### src/rtl/dma_pkg.sv
// ---------------------------------------------------------------------------
// dma_pkg
// Shared constants and types for the DMA line path. The line FIFO and the
// DMA state machine both import this so that line width and the number of
// bus words per line stay in agreement.
//   CL_SIZE_WIDTH : cache-line width in bits
//   WORD_SIZE     : DMA bus word width in bits
//   line_t        : one cache line
//   FILL_COUNT    : bus words needed to fill one line
// ---------------------------------------------------------------------------
package dma_pkg;

  localparam int CL_SIZE_WIDTH = 512;
  localparam int WORD_SIZE     = 32;
  localparam int FILL_COUNT    = CL_SIZE_WIDTH / WORD_SIZE;

  typedef logic [CL_SIZE_WIDTH-1:0] line_t;

endpackage

### src/rtl/dma_line_fifo_if.sv
// ---------------------------------------------------------------------------
// dma_line_fifo_if
// Handshake bundle between the host-side producer, the DMA-side consumer and
// the line FIFO.
//   master : the side that pushes/pops (drives wr_en, wr_data, rd_en)
//   slave  : the FIFO itself (drives data and status back)
// Signals:
//   wr_en/wr_data      push request and line
//   rd_en              pop request
//   rd_data            show-ahead head line (zero while empty)
//   full/almost_full   registered fill status
//   empty/count        registered occupancy status
//   overflow/underflow sticky rejected-access flags
// ---------------------------------------------------------------------------
interface dma_line_fifo_if #(
  parameter int CL_SIZE_WIDTH = dma_pkg::CL_SIZE_WIDTH,
  parameter int DEPTH         = 4
);

  localparam int CNT_W = $clog2(DEPTH) + 1;

  logic                     wr_en;
  logic [CL_SIZE_WIDTH-1:0] wr_data;
  logic                     full;
  logic                     almost_full;
  logic                     rd_en;
  logic [CL_SIZE_WIDTH-1:0] rd_data;
  logic                     empty;
  logic [CNT_W-1:0]         count;
  logic                     overflow;
  logic                     underflow;

  modport master (
    output wr_en, wr_data, rd_en,
    input  full, almost_full, rd_data, empty, count, overflow, underflow
  );

  modport slave (
    input  wr_en, wr_data, rd_en,
    output full, almost_full, rd_data, empty, count, overflow, underflow
  );

endinterface

### src/rtl/dma_line_ram.sv
// ---------------------------------------------------------------------------
// dma_line_ram
// DEPTH x WIDTH line storage: one synchronous write port, one asynchronous
// read port. No reset -- contents are only meaningful where the FIFO control
// logic says an entry is valid.
// Ports:
//   clk    clock
//   we     write enable (already qualified by the FIFO)
//   waddr  write address
//   wdata  write line
//   raddr  read address
//   rdata  line at raddr, combinational
// ---------------------------------------------------------------------------
module dma_line_ram #(
  parameter int WIDTH = dma_pkg::CL_SIZE_WIDTH,
  parameter int DEPTH = 4
) (
  input  logic                     clk,
  input  logic                     we,
  input  logic [$clog2(DEPTH)-1:0] waddr,
  input  logic [WIDTH-1:0]         wdata,
  input  logic [$clog2(DEPTH)-1:0] raddr,
  output logic [WIDTH-1:0]         rdata
);

  logic [WIDTH-1:0] mem [DEPTH];

  always_ff @(posedge clk) begin
    if (we) begin
      mem[waddr] <= wdata;
    end
  end

  assign rdata = mem[raddr];

endmodule

### src/rtl/dma_line_fifo.sv
// ---------------------------------------------------------------------------
// dma_line_fifo
// Show-ahead circular line buffer between the host (producer) and the DMA
// engine (consumer).
// Parameters:
//   CL_SIZE_WIDTH  line width in bits
//   DEPTH          number of line entries (power of two, >= 2)
//   AF_LEVEL       occupancy at or above which almost_full asserts
// Ports:
//   clk            clock, all state on rising edge
//   rst            asynchronous active-high reset (control state only)
//   bus            dma_line_fifo_if.slave handshake/status bundle
// ---------------------------------------------------------------------------
module dma_line_fifo #(
  parameter int CL_SIZE_WIDTH = dma_pkg::CL_SIZE_WIDTH,
  parameter int DEPTH         = 4,
  parameter int AF_LEVEL      = DEPTH - 1
) (
  input  logic           clk,
  input  logic           rst,
  dma_line_fifo_if.slave bus
);

  localparam int PTR_W = $clog2(DEPTH);
  localparam int CNT_W = PTR_W + 1;

  logic [PTR_W-1:0]         wr_ptr;
  logic [PTR_W-1:0]         rd_ptr;
  logic [CNT_W-1:0]         count_q;
  logic [CNT_W-1:0]         count_nxt;
  logic                     full_q;
  logic                     empty_q;
  logic                     af_q;
  logic                     ovf_q;
  logic                     udf_q;
  logic                     push;
  logic                     pop;
  logic [CL_SIZE_WIDTH-1:0] ram_rdata;

  // Acceptance is decided by the registered flags only, so a pop in the
  // same cycle never frees room for a push to a full FIFO (and vice versa).
  assign push = bus.wr_en & ~full_q;
  assign pop  = bus.rd_en & ~empty_q;

  always_comb begin
    count_nxt = count_q;
    unique case ({push, pop})
      2'b10:   count_nxt = count_q + CNT_W'(1);
      2'b01:   count_nxt = count_q - CNT_W'(1);
      default: count_nxt = count_q;
    endcase
  end

  // Pointers wrap naturally because DEPTH is a power of two.
  always_ff @(posedge clk or posedge rst) begin
    if (rst) begin
      wr_ptr  <= '0;
      rd_ptr  <= '0;
      count_q <= '0;
      full_q  <= 1'b0;
      empty_q <= 1'b1;
      af_q    <= 1'b0;
      ovf_q   <= 1'b0;
      udf_q   <= 1'b0;
    end else begin
      if (push) begin
        wr_ptr <= wr_ptr + PTR_W'(1);
      end
      if (pop) begin
        rd_ptr <= rd_ptr + PTR_W'(1);
      end
      count_q <= count_nxt;
      full_q  <= (count_nxt == CNT_W'(DEPTH));
      empty_q <= (count_nxt == '0);
      af_q    <= (count_nxt >= CNT_W'(AF_LEVEL));
      if (bus.wr_en && full_q) begin
        ovf_q <= 1'b1;
      end
      if (bus.rd_en && empty_q) begin
        udf_q <= 1'b1;
      end
    end
  end

  dma_line_ram #(
    .WIDTH (CL_SIZE_WIDTH),
    .DEPTH (DEPTH)
  ) u_ram (
    .clk   (clk),
    .we    (push),
    .waddr (wr_ptr),
    .wdata (bus.wr_data),
    .raddr (rd_ptr),
    .rdata (ram_rdata)
  );

  // Storage is never cleared, so stale lines are masked while empty; this
  // also makes rd_data zero as soon as reset asserts.
  assign bus.rd_data     = empty_q ? '0 : ram_rdata;
  assign bus.full        = full_q;
  assign bus.empty       = empty_q;
  assign bus.almost_full = af_q;
  assign bus.count       = count_q;
  assign bus.overflow    = ovf_q;
  assign bus.underflow   = udf_q;

endmodule

### src/flat_wrapper.sv
// flat-port wrapper written by rule: the top's interface ports become plain ports
module dma_line_fifo_flat 
#(
  parameter int CL_SIZE_WIDTH = dma_pkg::CL_SIZE_WIDTH,
  parameter int DEPTH         = 4,
  parameter int AF_LEVEL      = DEPTH - 1
)
  (clk, rst, bus_wr_en, bus_wr_data, bus_rd_en, bus_full, bus_almost_full, bus_rd_data, bus_empty, bus_count, bus_overflow, bus_underflow);
  dma_line_fifo_if #(.CL_SIZE_WIDTH(CL_SIZE_WIDTH), .DEPTH(DEPTH)) bus_i ();
  input  logic clk;
  input  logic rst;
  input wire logic [$bits(bus_i.wr_en)-1:0] bus_wr_en;
  input wire logic [$bits(bus_i.wr_data)-1:0] bus_wr_data;
  input wire logic [$bits(bus_i.rd_en)-1:0] bus_rd_en;
  output wire logic [$bits(bus_i.full)-1:0] bus_full;
  output wire logic [$bits(bus_i.almost_full)-1:0] bus_almost_full;
  output wire logic [$bits(bus_i.rd_data)-1:0] bus_rd_data;
  output wire logic [$bits(bus_i.empty)-1:0] bus_empty;
  output wire logic [$bits(bus_i.count)-1:0] bus_count;
  output wire logic [$bits(bus_i.overflow)-1:0] bus_overflow;
  output wire logic [$bits(bus_i.underflow)-1:0] bus_underflow;
  assign bus_i.wr_en = bus_wr_en;
  assign bus_i.wr_data = bus_wr_data;
  assign bus_i.rd_en = bus_rd_en;
  assign bus_full = bus_i.full;
  assign bus_almost_full = bus_i.almost_full;
  assign bus_rd_data = bus_i.rd_data;
  assign bus_empty = bus_i.empty;
  assign bus_count = bus_i.count;
  assign bus_overflow = bus_i.overflow;
  assign bus_underflow = bus_i.underflow;
  dma_line_fifo #(.CL_SIZE_WIDTH(CL_SIZE_WIDTH), .DEPTH(DEPTH), .AF_LEVEL(AF_LEVEL)) u_core (.clk(clk), .rst(rst), .bus(bus_i));
endmodule
### config.mk
export PLATFORM = sky130hd
export DESIGN_NAME = dma_line_fifo_flat
export DESIGN_NICKNAME = d
export VERILOG_FILES = /design/src/rtl/dma_pkg.sv /design/src/rtl/dma_line_fifo_if.sv /design/src/rtl/dma_line_ram.sv /design/src/rtl/dma_line_fifo.sv /design/src/flat_wrapper.sv
export SDC_FILE = /design/constraint.sdc
export NUM_CORES = 2
export LEC_CHECK = 0
export CAP_MARGIN = 20
export CORE_ASPECT_RATIO = 1.1
export CORE_MARGIN = 1
export CORE_UTILIZATION = 41
export CTS_BUF_LIST = sky130_fd_sc_hd__clkbuf_16
export DETAILED_ROUTE_END_ITERATION = 7
export GPL_ROUTABILITY_DRIVEN = 0
export PLACE_DENSITY = 0.72
export RECOVER_POWER = 100
export SKIP_CTS_REPAIR_TIMING = 1
export SYNTH_ARGS = -nofsm -noshare
export SYNTH_HDL_FRONTEND = slang
export SYNTH_HIERARCHICAL = 1
export SYNTH_SLANG_ARGS = --single-unit
### constraint.sdc
create_clock -name clk -period 118.8 [get_ports clk]
set_clock_uncertainty 0.1 [all_clocks]
set_input_delay 23.76 -clock clk [delete_from_list [all_inputs] [get_ports clk]]
set_output_delay 23.76 -clock clk [all_outputs]
set_load 0.005 [all_outputs]
=== Word-level counts from Yosys, hierarchy flattened ===
Memory sizes are Yosys's and may differ from the RTL's.
Index checks and enable logic that the tools add are counted.

* Register bits: 12
* RAM bits: 2,048
* Logic and storage cells: 28
* Memories kept: 1

{| class="wikitable"
|+ Memory list
! name !! words !! bits a word !! rd ports !! clocked after Yosys merged registers in !! write ports !! RTL line !! text
|-
| u_core.u_ram.mem || 4 || 512 || 1 || 0 || 1 || dma_line_ram.sv:26 || <nowiki>logic [WIDTH-1:0] mem [DEPTH];</nowiki>
|}

* $add $sub $neg: 4
* Magnitude comparators: 1
* Eq/ne operators: 3
* Multiplexer cells: 4
* Bitwise logic cells: 4
* Reduce and logical (&&, ||, !) cells: 3

{| class="wikitable"
|+ Operator list
! operator !! count
|-
| 512-bit two-way mux || 1
|-
| 3-bit case mux with 2 select lines || 1
|-
| 2-bit by 1-bit adder with 2-bit output (second input constant) || 2
|-
| 3-bit by 1-bit adder with 3-bit output (second input constant) || 1
|-
| 3-bit equality test (second input constant) || 1
|-
| 3-bit by 2-bit >= comparator with 1-bit output (second input constant) || 1
|-
| 3-bit zero test || 1
|-
| 3-bit by 1-bit subtractor with 3-bit output (second input constant) || 1
|-
| 1-bit AND || 2
|-
| 2-bit by 1-bit equality test with 1-bit output (second input constant) || 1
|-
| 2-bit equality test (second input constant) || 1
|-
| 1-bit logical AND || 2
|-
| 1-bit two-way mux || 2
|-
| 1-bit inverter || 2
|}

=== Longest topological paths before layout ===
* Depth after elaboration: 5
* Mapped depth: 8
* Depth with buffers taken out: 7

=== Hierarchy ===
Netlist, hierarchy kept.

{| class="wikitable"
|+ By module, submodules not included
! module !! times used !! cells an instance !! area an instance (µm²) !! sequential area each (µm²)
|-
| dma_line_ram || 1 || 2,678 || 74,021.0 || 61,499.0
|-
| dma_line_fifo || 1 || 614 || 4,011.3 || 301.5
|}

=== Worst setup path before layout ===
OpenSTA, ideal clock, no wires.

* Path kind: in2reg
* From: input bus_wr_en
* To: memory u_core/u_ram/mem[0][0] (netlist name) (enable)
* Setup time: 2,117 ps
* Data arrival time: 60,477 ps
* Required time: 116,583 ps
* Path slack: 56,106 ps
* Stages on the path: 3
* Buffers on the path: 0
* Cells stage by stage: nand2b_1 -> inv_1 -> nor3b_1

* Cells in the longest elaborated chain, start to end: 3

{| class="wikitable"
|+ RTL lines
! what !! RTL line !! text
|-
| start, declared || flat_wrapper.sv:12 || <nowiki>input wire logic [$bits(bus_i.wr_en)-1:0] bus_wr_en;</nowiki>
|-
| 1-bit AND || dma_line_fifo.sv:42 || <nowiki>assign push = bus.wr_en & ~full_q;</nowiki>
|-
| named net u_core.push || dma_line_fifo.sv:36 || <nowiki>logic push;</nowiki>
|-
| 1-bit two-way mux || dma_line_ram.sv:29 || <nowiki>if (we) begin</nowiki>
|-
| 1-bit two-way mux (not written as such) || dma_line_ram.sv:30 || <nowiki>mem[waddr] <= wdata;</nowiki>
|-
| end, declared || dma_line_ram.sv:26 ||
|}

The timed path passes the listed nets, and every way through them passes these cells.

=== Worst setup path in the final report ===
* From: register u_core.rd_ptr[0]
* To: output bus_rd_data[328]

* Cells in the longest elaborated chain, start to end: 2

{| class="wikitable"
|+ RTL lines
! what !! RTL line !! text
|-
| start, declared || dma_line_fifo.sv:28 || <nowiki>logic [PTR_W-1:0] rd_ptr;</nowiki>
|-
| start signal, assigned || dma_line_fifo.sv:70 || <nowiki>rd_ptr <= rd_ptr + PTR_W'(1);</nowiki>
|-
| memory 4 x 512 bit || -- ||
|-
| named net u_core.ram_rdata[328] || dma_line_fifo.sv:38 || <nowiki>logic [CL_SIZE_WIDTH-1:0] ram_rdata;</nowiki>
|-
| 512-bit two-way mux || dma_line_fifo.sv:99 || <nowiki>assign bus.rd_data = empty_q ? '0 : ram_rdata;</nowiki>
|-
| end, declared || flat_wrapper.sv:17 || <nowiki>output wire logic [$bits(bus_i.rd_data)-1:0] bus_rd_data;</nowiki>
|}

The timed path passes the listed nets, and every way through them passes these cells.

==> metrics.yaml <==
yosys:
  synthCells: 3292
  async_reset_ff_frac: 0.00583
  yosys-top-cells-area: "edfxtp_1, mux4_2, nor2b_1"
  ys_seq_area_frac: 0.792
  syn-num-nets: 3810
  ys_ff_latch: 2060
  synth_common_cells: "edfxtp_1, nor2b_1, mux4_2, buf_2, buf_6"
  synthDistinctLibCells: 27
  synth_area_leader_cell: "edfxtp_1"
  synth_most_common_cell: "edfxtp_1"
  ys.flop_type: "edfxtp_1"
  synthesis.area_sq_um: 78000
  synth_edf_count: 2048
  yosysWarnings: 6
  syn_avg_cell_area_sq_um: 23.7
  yosysTopAreaCellShare: 0.788
critical_path:
  cp.required_ns: 94.94
  cp_cell_sequence: "clkbuf_1 > clkbuf_1 > clkbuf_1 > clkbuf_1 > clkbuf_1 > mux4_2 > nor2b_1 > dlygate4sd3_1"
  cp_slowest_stage_delay_ns: 2.96
  critPathSlowestCell: "clkbuf_1"
  worst_setup_path_start_kind: "flop"
  path_buf_inv: 6
  crit_family: "buffers and inverters"
  end_kind: "primary output"
  cp_max_fo: 47
  cp_common_cell: "clkbuf_1"
  path_class: "reg -> out"
  worstPathArrival_ns: 17.54
pwr:
  switching_share: 0.288
  ir_drop_mv: 0.0192
  p_sw_mw: 0.701
  p_comb_frac: 0.336
  p_seq_frac: 0.413
  intPower_mw: 1.73
  power_frac_clock: 0.251
  p_per_area_nw_per_um2: 25.1
  power.leakage_nw: 31.5
  finalPower_mw: 2.43
timing:
  fin_tns_setup_ns: 0
  max_freq_ghz: 0.0242
  rsz0062_at_grt: "no"
  hold_viol_final: 0
  slew_headroom: -5.05
  worst_slew_pin_slew_ns: 9.08
  fin_crit_ns: 41.40
  setup_viol: 0
  drv_slew: 3151
  finalCritPeriodShare: 0.348
drt:
  drt_iter0_markers: 3005
  wl_met2_microns: 91400
  route.vias.total: 37800
  maxUsedRoutingLayer: "met5"
  dr.pass1.iters: 5
  ant_nets: 0
  met3_length_microns: 19000
  routed_via_density: 5.28
  routedWlPerCell_microns: 26.7
  drc_errors: 0
  wl_microns: 191000
  wl_met1_microns: 72100
grt:
  antenna_found_initial: 182
  grt_pass1_wl_microns: 270000
  overflow: 0
  grt_max_degree: 137
  grt_usage: 0.195
  grt_pass1_vias: 38400
run:
  maxCapViolations: 57
die:
  die_y_microns: 460
  pin_count: 1036
  start_util: 0.414
  rows: 167
  die-area_sq_um: 192000
  core_area_sq_um: 189000
  die_w_microns: 418
cts:
  root_buffer: "clkbuf_16"
  cts_buffers: 199
  cts_sinks: 2060
  cts_buffer_depth: 3
  clock_latency_ns: 0.84
  tritoncts: "built"
  clkTransAtPathRegs_ns: 0.06
  htree_levels: 4
place:
  dp.cells: 6750
  dp_hpwl_microns: 122000
  portBuffers: 1035
cells_and_area:
  synthToLayoutAreaGrowth_pct: 24.4
  fin_nets: 4934
  drive_above_1_share: 0.175
  area.sequential_sq_um: 61800
  multi_input_area_sq_um: 15000
  fillCellCount: 14600
  finalNonFillerCells: 7162
run_status:
  run_status: "complete, but fails checks"
  violations: "max-capacitance violations, max-slew violations"
min_path:
  hold_path_class: "reg -> reg"
==> power groups by stage <==
stage / logic, mW / registers, mW / clock network [mW]
after floorplan: 0.453 / 1.09 / 0
after global placement: 0.872 / 0.993 / 0
after detailed placement: 0.869 / 1.00 / 0
after CTS: 0.875 / 0.987 / 0.623
after global routing: 0.875 / 1.02 / 0.647
final: 0.818 / 1.00 / 0.611
==> cells in the final DEF, fill, tap and decap left out, drive strengths merged, types with 5 or more instances in the layout <==
master and n:
clkinvlp 6, dfrtp 11, inv 53, clkbuf 255
edfxtp 2048, bufinv 15, buf 7, mux4 512
nor2b 513, dlygate4sd3 1015, xnor2 5, clkinv 90
clkdlybuf4s50 20, diode 51
==> metrics by stage <==
stage | util | worst slack [ns] | hold WS, ns | instance area [sq um]
after floorplan | - | 56.11 | 0.340 | 78000
after global routing | 0.514 | 74.69 | 0.386 | 97000
after detailed placement | 0.481 | 88.33 | 0.359 | 90800
after CTS | 0.515 | 87.39 | 0.374 | 97200
after global placement | 0.481 | 88.34 | 0.348 | 90800
final | 0.514 | 77.40 | 0.367 | 97100
==> worst paths after layout <==
check	from	endpoint	slack (ns)	depth (start not counted)
min in group asynchronous	rst	u_core/bus.underflow	23.44	2
max	u_core/rd_ptr[0]	bus_rd_data[328]	77.40	8
min	u_core/bus.overflow	u_core/bus.overflow	0.37	1
min reg2reg	u_core/bus.overflow	u_core/bus.overflow	0.37	1
max reg2reg	u_core/bus.full	u_core/u_ram/mem[0][322]	103.85	8
max in group asynchronous	rst	u_core/rd_ptr[1]	94.61	2
==> state kept, by name (all words and copies together), names as in the netlist <==
| signal | cells |
|---|---|
| u_core/bus.overflow | 1 |
| u_core/bus.count | 3 |
| u_core/bus.full | 1 |
| u_core/bus.underflow | 1 |
| u_core/rd_ptr | 2 |
| u_core/bus.almost_full | 1 |
| u_core/wr_ptr | 2 |
| u_core/bus.empty | 1 |
| u_core/u_ram/mem | 2048 |
==> per-layer routing <==
metal	up-vias	track usage
li1	15900	-
met1	19600	0.241
met2	1699	0.305
met3	515	0.0751
met4	82	0.0824
met5	-	0
==> cells by family after synthesis <==
kind of cell               count (synthesis)  share of synthesized area
and+or+nand+nor                          529                     0.0424
buffers and inverters                    177                     0.0162
xor gates and xnor gates                   7                   0.000786
DFF                                     2060                      0.792
AOI/OAI and AO/OA                          5                   0.000433
muxes                                    512                      0.148
adders and majority gates                  2                   0.000417
==> final cells by class <==
type | count | share of cell area
Sequential cell | 2060 | 0.637
Multi-Input combinational cell | 1055 | 0.154
Timing Repair Buffer | 1094 | 0.110
Clock buffer | 203 | 0.0523
Tap cell | 2535 | 0.0327
Clock inverter | 158 | 0.0129
Antenna cell | 51 | 0.00131
Inverter | 6 | 0.000232
No activity file was read; power rests on OpenSTA's default activity.
